$ cat config.mk
export PLATFORM = sky130hd
export DESIGN_NAME = des_key_schedule
export DESIGN_NICKNAME = d
export VERILOG_FILES = /design/src/rtl/des_key_schedule.sv
export SDC_FILE = /design/constraint.sdc
export NUM_CORES = 1
export LEC_CHECK = 0
export ABC_AREA = 1
export CAP_MARGIN = 15
export CORE_MARGIN = 4
export CORE_UTILIZATION = 30
export DETAILED_ROUTE_END_ITERATION = 7
export PLACE_DENSITY = 0.5
export SETUP_SLACK_MARGIN = 0.4
export SYNTH_ARGS = -nofsm -noshare
export SYNTH_HDL_FRONTEND = slang
export SYNTH_SLANG_ARGS = --single-unit
export TNS_END_PERCENT = 100
$ cat constraint.sdc
create_clock -name wClk -period 5.3 [get_ports wClk]
set_input_delay 1.06 -clock wClk [delete_from_list [all_inputs] [get_ports wClk]]
set_output_delay 1.06 -clock wClk [all_outputs]
set_load 0.05 [all_outputs]
$ cat src/rtl/des_key_schedule.sv
// DES round-key generator: PC-1 on load, one PC-2 subkey per round, encrypt or decrypt order.
// Optional key parity check enabled by defining DES_KEY_PARITY_CHECK_EN. Vectors are MSB-first (bit 63 of wKey = DES bit 1).
module des_key_schedule #(
  parameter bit OUT_REG = 1'b1
) (
  input  logic        wClk,
  input  logic        wReset,
  input  logic [63:0] wKey,
  input  logic        wLoad,
  input  logic        wDecrypt,
  input  logic        wSubKeyReady,
  output logic [47:0] wSubKey,
  output logic        wSubKeyValid,
  output logic [3:0]  wRound,
  output logic        wBusy,
  output logic        wDone,
  output logic        wParityErr
);

  localparam logic [1:0] S_IDLE = 2'd0;
  localparam logic [1:0] S_LOAD = 2'd1;
  localparam logic [1:0] S_RUN  = 2'd2;
  localparam logic [1:0] S_DONE = 2'd3;

  localparam int PC1 [56] = '{
    57, 49, 41, 33, 25, 17,  9,  1, 58, 50, 42, 34, 26, 18,
    10,  2, 59, 51, 43, 35, 27, 19, 11,  3, 60, 52, 44, 36,
    63, 55, 47, 39, 31, 23, 15,  7, 62, 54, 46, 38, 30, 22,
    14,  6, 61, 53, 45, 37, 29, 21, 13,  5, 28, 20, 12,  4};

  localparam int PC2 [48] = '{
    14, 17, 11, 24,  1,  5,  3, 28, 15,  6, 21, 10,
    23, 19, 12,  4, 26,  8, 16,  7, 27, 20, 13,  2,
    41, 52, 31, 37, 47, 55, 30, 40, 51, 45, 33, 48,
    44, 49, 39, 56, 34, 53, 46, 42, 50, 36, 29, 32};

  // DES bit n (1-based) of a W-bit MSB-first vector lives at index W-n.
  function automatic logic [55:0] pc1(input logic [63:0] k);
    for (int i = 0; i < 56; i++) pc1[55-i] = k[64-PC1[i]];
  endfunction

  function automatic logic [47:0] pc2(input logic [55:0] cd);
    for (int i = 0; i < 48; i++) pc2[47-i] = cd[56-PC2[i]];
  endfunction

  function automatic logic [27:0] rot(input logic [27:0] v, input logic left, input logic two);
    case ({left, two})
      2'b10:   rot = {v[26:0], v[27]};
      2'b11:   rot = {v[25:0], v[27:26]};
      2'b00:   rot = {v[0], v[27:1]};
      default: rot = {v[1:0], v[27:2]};
    endcase
  endfunction

  // Rounds K1, K2, K9 and K16 shift by one; all others by two.
  function automatic logic shift_is_one(input logic [3:0] k);
    shift_is_one = (k == 4'd0) || (k == 4'd1) || (k == 4'd8) || (k == 4'd15);
  endfunction

  logic [1:0]  state;
  logic [27:0] c_q, d_q;
  logic        dir_q;
  logic [4:0]  gcnt_q;      // subkeys generated from C/D so far, 0..16
  logic        gen_valid, gen_take, last_acc, start_ok, rot_two;
  logic [47:0] gen_key;
  logic [3:0]  gen_round;

  assign gen_valid = (state == S_RUN) && !gcnt_q[4];
  assign gen_key   = pc2({c_q, d_q});
  assign gen_round = dir_q ? (4'd15 - gcnt_q[3:0]) : gcnt_q[3:0];
  // Encrypt rotates ahead by the next round's shift, decrypt undoes the current one.
  assign rot_two   = dir_q ? !shift_is_one(gen_round) : !shift_is_one(gcnt_q[3:0] + 4'd1);

`ifdef DES_KEY_PARITY_CHECK_EN
  logic key_par_ok;
  logic perr_q;

  always_comb begin
    key_par_ok = 1'b1;
    for (int i = 0; i < 8; i++)
      if (!(^wKey[8*i +: 8])) key_par_ok = 1'b0;
  end

  always_ff @(posedge wClk) begin
    if (wReset)                        perr_q <= 1'b0;
    else if (state == S_IDLE && wLoad) perr_q <= !key_par_ok;
  end

  assign start_ok   = key_par_ok;
  assign wParityErr = perr_q;
`else
  assign start_ok   = 1'b1;
  assign wParityErr = 1'b0;
`endif

  generate
    if (OUT_REG) begin : g_out_reg
      logic        ov_q, out_free;
      logic [47:0] okey_q;
      logic [3:0]  oround_q;

      // NOTE: the output register refills whenever it is empty or being consumed,
      // which keeps back-to-back acceptance at one subkey per cycle.
      assign out_free = !ov_q || wSubKeyReady;
      assign gen_take = gen_valid && out_free;
      assign last_acc = ov_q && wSubKeyReady && gcnt_q[4];

      always_ff @(posedge wClk) begin
        if (wReset) begin
          ov_q     <= 1'b0;
          okey_q   <= '0;
          oround_q <= '0;
        end else if (state != S_RUN) begin
          ov_q <= 1'b0;
        end else if (out_free) begin
          ov_q <= gen_valid;
          if (gen_valid) begin
            okey_q   <= gen_key;
            oround_q <= gen_round;
          end
        end
      end

      assign wSubKeyValid = ov_q;
      assign wSubKey      = okey_q;
      assign wRound       = oround_q;
    end else begin : g_out_comb
      assign gen_take     = gen_valid && wSubKeyReady;
      assign last_acc     = gen_take && (gcnt_q == 5'd15);
      assign wSubKeyValid = gen_valid;
      assign wSubKey      = gen_key;
      assign wRound       = gen_round;
    end
  endgenerate

  always_ff @(posedge wClk) begin
    if (wReset) begin
      state  <= S_IDLE;
      c_q    <= '0;
      d_q    <= '0;
      dir_q  <= 1'b0;
      gcnt_q <= '0;
    end else begin
      case (state)
        S_IDLE: if (wLoad && start_ok) begin
          {c_q, d_q} <= pc1(wKey);
          dir_q      <= wDecrypt;
          state      <= S_LOAD;
        end
        S_LOAD: begin
          if (!dir_q) begin
            c_q <= rot(c_q, 1'b1, 1'b0);
            d_q <= rot(d_q, 1'b1, 1'b0);
          end
          gcnt_q <= '0;
          state  <= S_RUN;
        end
        S_RUN: begin
          if (gen_take) begin
            gcnt_q <= gcnt_q + 5'd1;
            c_q    <= rot(c_q, !dir_q, rot_two);
            d_q    <= rot(d_q, !dir_q, rot_two);
          end
          if (last_acc) state <= S_DONE;
        end
        default: state <= S_IDLE;
      endcase
    end
  end

  assign wBusy = (state != S_IDLE);
  assign wDone = (state == S_DONE);

endmodule

==> results of run 1 <==
-- flip-flops by register name, indices dropped and copies added, names as in the netlist --
signal and flops:
c_q 28, gcnt_q 5, dir_q 1, wSubKeyValid 1, d_q 28, state 2
wSubKey 48, wRound 4
-- how the worst min path moves through the flow --
| stage | to | slack (ns) | cells past startpoint |
|---|---|---|---|
| finish | gcnt_q[4]$_SDFFE_PP0P_ | 0.49 | 2 |
| CTS | gcnt_q[4]$_SDFFE_PP0P_ | 0.50 | 2 |
| global placement | gcnt_q[4]$_SDFFE_PP0P_ | 0.49 | 2 |
| global route | gcnt_q[4]$_SDFFE_PP0P_ | 0.52 | 2 |
| detailed placement | gcnt_q[4]$_SDFFE_PP0P_ | 0.49 | 2 |
| floorplan | gcnt_q[4]$_SDFFE_PP0P_ | 0.47 | 2 |
-- area by class of cell --
type / count / area, um^2 / area share [%]
tap: 330 / 413 / 4.36
inverter: 73 / 274 / 2.90
timing repair buffer: 129 / 1260 / 13.4
multi-input combinational: 1000 / 4580 / 48.4
clock buffer: 20 / 457 / 4.83
clock inverter: 12 / 129 / 1.36
sequential: 117 / 2340 / 24.8
-- per-layer routing --
layer | up-vias | share of wire (%) | GRT usage [%]
met5 | - | 0 | 0
met4 | 0 | 1.7 | 5.22
met3 | 25 | 4.3 | 3.26
met2 | 175 | 44 | 28.3
met1 | 3852 | 50 | 27.0
li1 | 4272 | - | -
-- Yosys cell counts (all sizes together) --
library cell,instances,share of area [%]
nand2,347,17
nor2,227,11
a21oi,119,7.7
nand3,118,7.9
dfxtp,117,30
o21ai,112,7.3
inv,73,3.5
clkbuf,62,3.0
a21boi,56,5.4
buf,43,4.1
ha,8,1.3
xor2,4,0.45
a221oi,2,0.23
a211oi,1,0.097
a31oi,1,0.16
conb,1,0.049
nand4,1,0.081
nor3,1,0.065
o41ai,1,0.11
or3,1,0.081
-- where the power goes --
part / internal (mW) / switching (mW)
Sequential: 1.16 / 0.346
Clock: 0.714 / 0.448
Combinational: 1.01 / 2.20
Total: 2.89 / 2.99
-- worst max-delay path, stage by stage, from the launching register on --
cell     delay, ns
dfxtp_1       0.46
inv_1         0.16
ha_1          0.22
inv_1         0.05
nor2_1        0.04
nand3_2       0.09
nand3_4       0.58
nor2_4        0.85
buf_4         0.45
nand2_1       0.10
nand3_1       0.08
nand2_1       0.06
nand2_1       0.07
nand2_1       0.05
a21oi_1       0.11
-- kinds of logic after synthesis --
| group | synth area share (%) |
|---|---|
| AND/OR/NAND/NOR | 36.1 |
| AO/OA/AOI/OAI | 21.0 |
| XOR/XNOR | 0.454 |
| adder cells (fa/ha/maj) | 1.30 |
| flip-flops | 30.3 |
| buffers and inverters | 10.7 |
| other | 0.0486 |
-- stage by stage --
stage	area [um^2]	instances	hold WS [ns]	setup WS, ns
2_1_floorplan	7720	1295	0.468	3.12
3_3_place_gp	8880	1649	0.486	1.79
3_5_place_dp	8880	1649	0.486	1.76
4_1_cts	9460	1681	0.497	1.87
5_1_grt	9460	1681	0.519	1.48
6_report	9460	1681	0.492	1.83
==> impl_metrics.json, run 1 <==
{
  "leakagePower_nw": 4.21,
  "synth_nets": 1372,
  "cp_max_fo": 57,
  "grt_pass1_vias": 7970,
  "max_slew.worst_pin.slew_ns": 1.09,
  "rsz0062_at_grt": "no",
  "route.detailed.drc": 0,
  "nFillCells": 2777,
  "grt_start_max_net_pins": 113,
  "die_w_um": 168,
  "port_buffers": 115,
  "rr_startpoint": "gcnt_q[0]$_SDFFE_PP0P_",
  "fin_crit_sh_pct": 65.5,
  "fin_util_pct": 37.5,
  "antenna_found_initial": 0,
  "min_from": "gcnt_q[4]$_SDFFE_PP0P_",
  "clock_path_buffers": 2,
  "syn-instance-count": 1295,
  "wl_per_cell_um": 15.8,
  "fp.coreArea_mm2": 0.0253,
  "die_y_um": 168,
  "crit_start": "gcnt_q[0]$_SDFFE_PP0P_",
  "start_util_pct": 30.6,
  "postSynthAreaPerCell_um2": 5.96,
  "cts-root-buf": "clkbuf_16",
  "layout_common_cells": "nand2_1 (347), nor2_1 (225), a21oi_1 (119)",
  "postCtsHoldBufs": 0,
  "fmax_ghz": 0.288,
  "final_common_cell": "nand2_1",
  "yosys_warnings": 0,
  "clock_latency_ns": 0.43,
  "slew_violations": 0,
  "area_delta_synth_final_pct": 22.6,
  "endpoint": "c_q[7]$_SDFFE_PP0P_",
  "period_minus_slack_ns": 3.47,
  "p_per_area_mw_per_mm2": 621,
  "detail_route.vias_per_cell": 4.95,
  "end_kind": "flip-flop",
  "antenna_cells": 0,
  "path_clk_slew_ns": 0.06,
  "r2r-end": "c_q[7]$_SDFFE_PP0P_",
  "htree_levels": 4,
  "clock_skew_ns": 0.00930,
  "synthDistinctLibCells": 29,
  "r2r_slack_ns": 1.83,
  "drive_gt1_share_pct": 4.29,
  "fin_nets": 1415,
  "grt_pass1_wl_um": 43600,
  "grt_util_all_layers_pct": 18.6,
  "cts_tree": "built",
  "grt-ovfl-total": 0,
  "hp-class": "reg -> reg",
  "drt_iter0_drc": 834,
  "vias": 8324,
  "critPathLaunchType": "flip-flop",
  "num_rows": 58,
  "ctsResizeCount": 0,
  "tns_ns": 0,
  "slew-limit-headroom_pct": 27.1,
  "synthesis.area_mm2": 0.00772,
  "crit_type": "reg -> reg",
  "die_area_mm2": 0.0284,
  "worstPathRequired_ns": 5.65,
  "yosys_register_bits": 117,
  "cts.sinks": 117,
  "ant_nets": 0,
  "wl_um": 26500,
  "reg2reg_depth": 14,
  "drv_cap": 0,
  "hold_violations": 0,
  "pin_count": 125,
  "ys_seq_area_share_pct": 30.3,
  "place.gp.congestion": 0.766,
  "dp_hpwl_um": 15100,
  "cts_buffers": 17,
  "firstDrtPassIters": 5,
  "cp.arrival_ns": 3.82,
  "postCtsSetupBuffers": 0,
  "status": "finished clean",
  "setup_violations": 0,
  "finalPower_mw": 5.88,
  "ir_drop_v": 0.000571
}
(Power assumes the default switching activity.)
==> run 2, diff against run 1 <==
Settings changed: PLACE_DENSITY 0.5 to 0.52.
Clock period 5.3 ns to 2.8 ns, I/O delays scaled along.
==> run 2 against run 1 <==
Combinational power grew 94%. Utilization grew 0.18 points. Sequential power grew 89%. Cell area grew 0.48%. Global-route usage shrank 0.13 points. Non-clock buffer count grew 7. Die area is the same. Critical path depth shrank 10. Clock-buffer cell count is the same. First-iteration DRC count grew 12%. Clock skew grew 0.0023 ns. Setup slack lost 1.3 ns.
==> impl_metrics.json, run 2 (synthesis results as in run 1) <==
{
  "status": "finished clean",
  "port_buffers": 115,
  "wl_um": 26500,
  "fp.coreArea_mm2": 0.0253,
  "place.gp.congestion": 0.806,
  "cts.sinks": 117,
  "drv_cap": 0,
  "hp-class": "reg -> reg",
  "worstPathRequired_ns": 2.24,
  "setup_violations": 0,
  "pwr-share-comb_pct": 56.1,
  "slowest_stage": "dlygate4sd2_1",
  "p_int_mw": 5.43,
  "clock_skew_ns": 0.0116,
  "num_rows": 58,
  "p_per_area_mw_per_mm2": 1160,
  "antenna_found_initial": 0,
  "cp.arrival_ns": 1.73,
  "leakagePower_nw": 4.27,
  "htree_levels": 4,
  "fin_crit_sh_pct": 81.7,
  "postCtsHoldBufs": 0,
  "cp_max_fo": 4,
  "clock_path_buffers": 2,
  "crit_type": "reg -> out",
  "grt-ovfl-total": 0,
  "ant_nets": 0,
  "period_minus_slack_ns": 2.29,
  "critPathLaunchType": "flip-flop",
  "cts-root-buf": "clkbuf_16",
  "firstDrtPassIters": 5,
  "multi_input_area_mm2": 0.00458,
  "cts_buffers": 17,
  "vias": 8341,
  "critical-path-max-stage-delay_ns": 0.53,
  "power.switching_mw": 5.64,
  "ir_drop_v": 0.000611,
  "worst_path_most_repeated_cell": "inv_1",
  "start_util_pct": 30.6,
  "pin_count": 125,
  "clock_latency_ns": 0.42,
  "antenna_cells": 0,
  "swShare_pct": 51.0,
  "clockPowerShare_pct": 18.0,
  "hold_depth": 2,
  "grt_pass1_wl_um": 43200,
  "dp_hpwl_um": 15600,
  "cts_tree": "built",
  "grt_pass1_vias": 7906,
  "grt_util_all_layers_pct": 18.5,
  "postCtsSetupBuffers": 0,
  "drive_gt1_share_pct": 4.57,
  "slew_violations": 0,
  "die_area_mm2": 0.0284,
  "hold_violations": 0,
  "end_kind": "output pin",
  "drt_iter0_drc": 933,
  "path_clk_slew_ns": 0.05,
  "hold_ws_ns": 0.500,
  "wl_per_cell_um": 15.7,
  "fin_nets": 1422,
  "layout_common_cells": "nand2_1 (347), nor2_1 (225), a21oi_1 (119)",
  "nFillCells": 2796,
  "final_common_cell": "nand2_1",
  "rsz0062_at_grt": "no",
  "grt_start_max_net_pins": 76,
  "detail_route.vias_per_cell": 4.94,
  "cp_cell_sequence": "inv_1 > ha_2 > inv_1 > dlygate4sd2_1",
  "route.detailed.drc": 0,
  "fmax_ghz": 0.437,
  "die_w_um": 168,
  "die_y_um": 168,
  "area_delta_synth_final_pct": 23.2,
  "seq_power_share_pct": 25.8,
  "slew-limit-headroom_pct": 48.3,
  "tns_ns": 0,
  "seqCellArea_mm2": 0.00234,
  "max_slew.worst_pin.slew_ns": 0.775,
  "largest_register_ffs": 48,
  "reg2reg_depth": 8
}
-- run 2: changes by cell type in the layout (fill, tap and decap cells not counted), moves of 2 or more --
cell | before | now
clkdlybuf4s50_1 | 114 | 112
clkbuf_8 | 2 | 0
clkbuf_1 | 1 | 3
buf_12 | 1 | 5
clkinv_2 | 3 | 7
clkinvlp_4 | 6 | 3
buf_4 | 13 | 16
-- run 2: final cells by class --
type / count / share of cell area [%]
clock buffer: 20 / 4.59
timing repair buffer: 136 / 14.4
multi-input combinational: 1000 / 48.2
tap: 330 / 4.34
clock inverter: 11 / 0.921
sequential: 117 / 24.7
inverter: 73 / 2.91
-- run 2: power by group through the flow --
stage | Clock [mW] | Sequential (mW) | Combinational, mW
floorplan | 0 | 3.59 | 3.68
global placement | 0 | 2.90 | 6.18
detailed placement | 0 | 2.89 | 6.23
CTS | 2.04 | 2.86 | 6.25
global route | 2.12 | 2.96 | 6.94
finish | 2.00 | 2.86 | 6.21
-- run 2: final timing paths --
path / start / to / slack (ns)
setup / recovery: state[0]$_SDFFE_PP0P_ / wBusy / 0.51
hold / removal: gcnt_q[4]$_SDFFE_PP0P_ / gcnt_q[4]$_SDFFE_PP0P_ / 0.50
setup reg to reg: state[1]$_SDFFE_PP0P_ / d_q[11]$_SDFFE_PP0P_ / 0.67
hold reg to reg: gcnt_q[4]$_SDFFE_PP0P_ / gcnt_q[4]$_SDFFE_PP0P_ / 0.50
-- run 2: critical path, delay by kind of cell, from the launching register on --
family / cells / cell delay, ns
buf+inv: 3 / 0.72
flops: 1 / 0.39
fa+ha+maj: 1 / 0.19
-- run 2: metal layers --
metal,GRT usage (%),part of all wire (%),vias to the layer above
li1,-,-,4270
met1,25.8,48,3836
met2,29.8,46,220
met3,3.69,5.0,15
met4,3.67,0.86,0
met5,0,0,-
-- run 2: repair_timing --
| item | CTS | global route |
|---|---|---|
| endpoints found under the setup margin | 1 | 9 |
| pin swaps | 0 | 0 |
| gates resized for setup | 1 | 3 |
-- run 2: metrics by stage --
| stage | util (%) | cell area [um^2] | setup slack (ns) | power (mW) | instances |
|---|---|---|---|---|---|
| final | 37.6 | 9510 | 0.512 | 11.1 | 1687 |
| after global routing | 37.6 | 9510 | 0.414 | 12.0 | 1687 |
| after CTS | 37.6 | 9500 | 0.447 | 11.2 | 1687 |
| after detailed placement | 35.6 | 8980 | 0.342 | 9.11 | 1656 |
| after global placement | 35.6 | 8980 | 0.401 | 9.08 | 1656 |
| after floorplan | - | 7720 | 0.820 | 7.27 | 1295 |
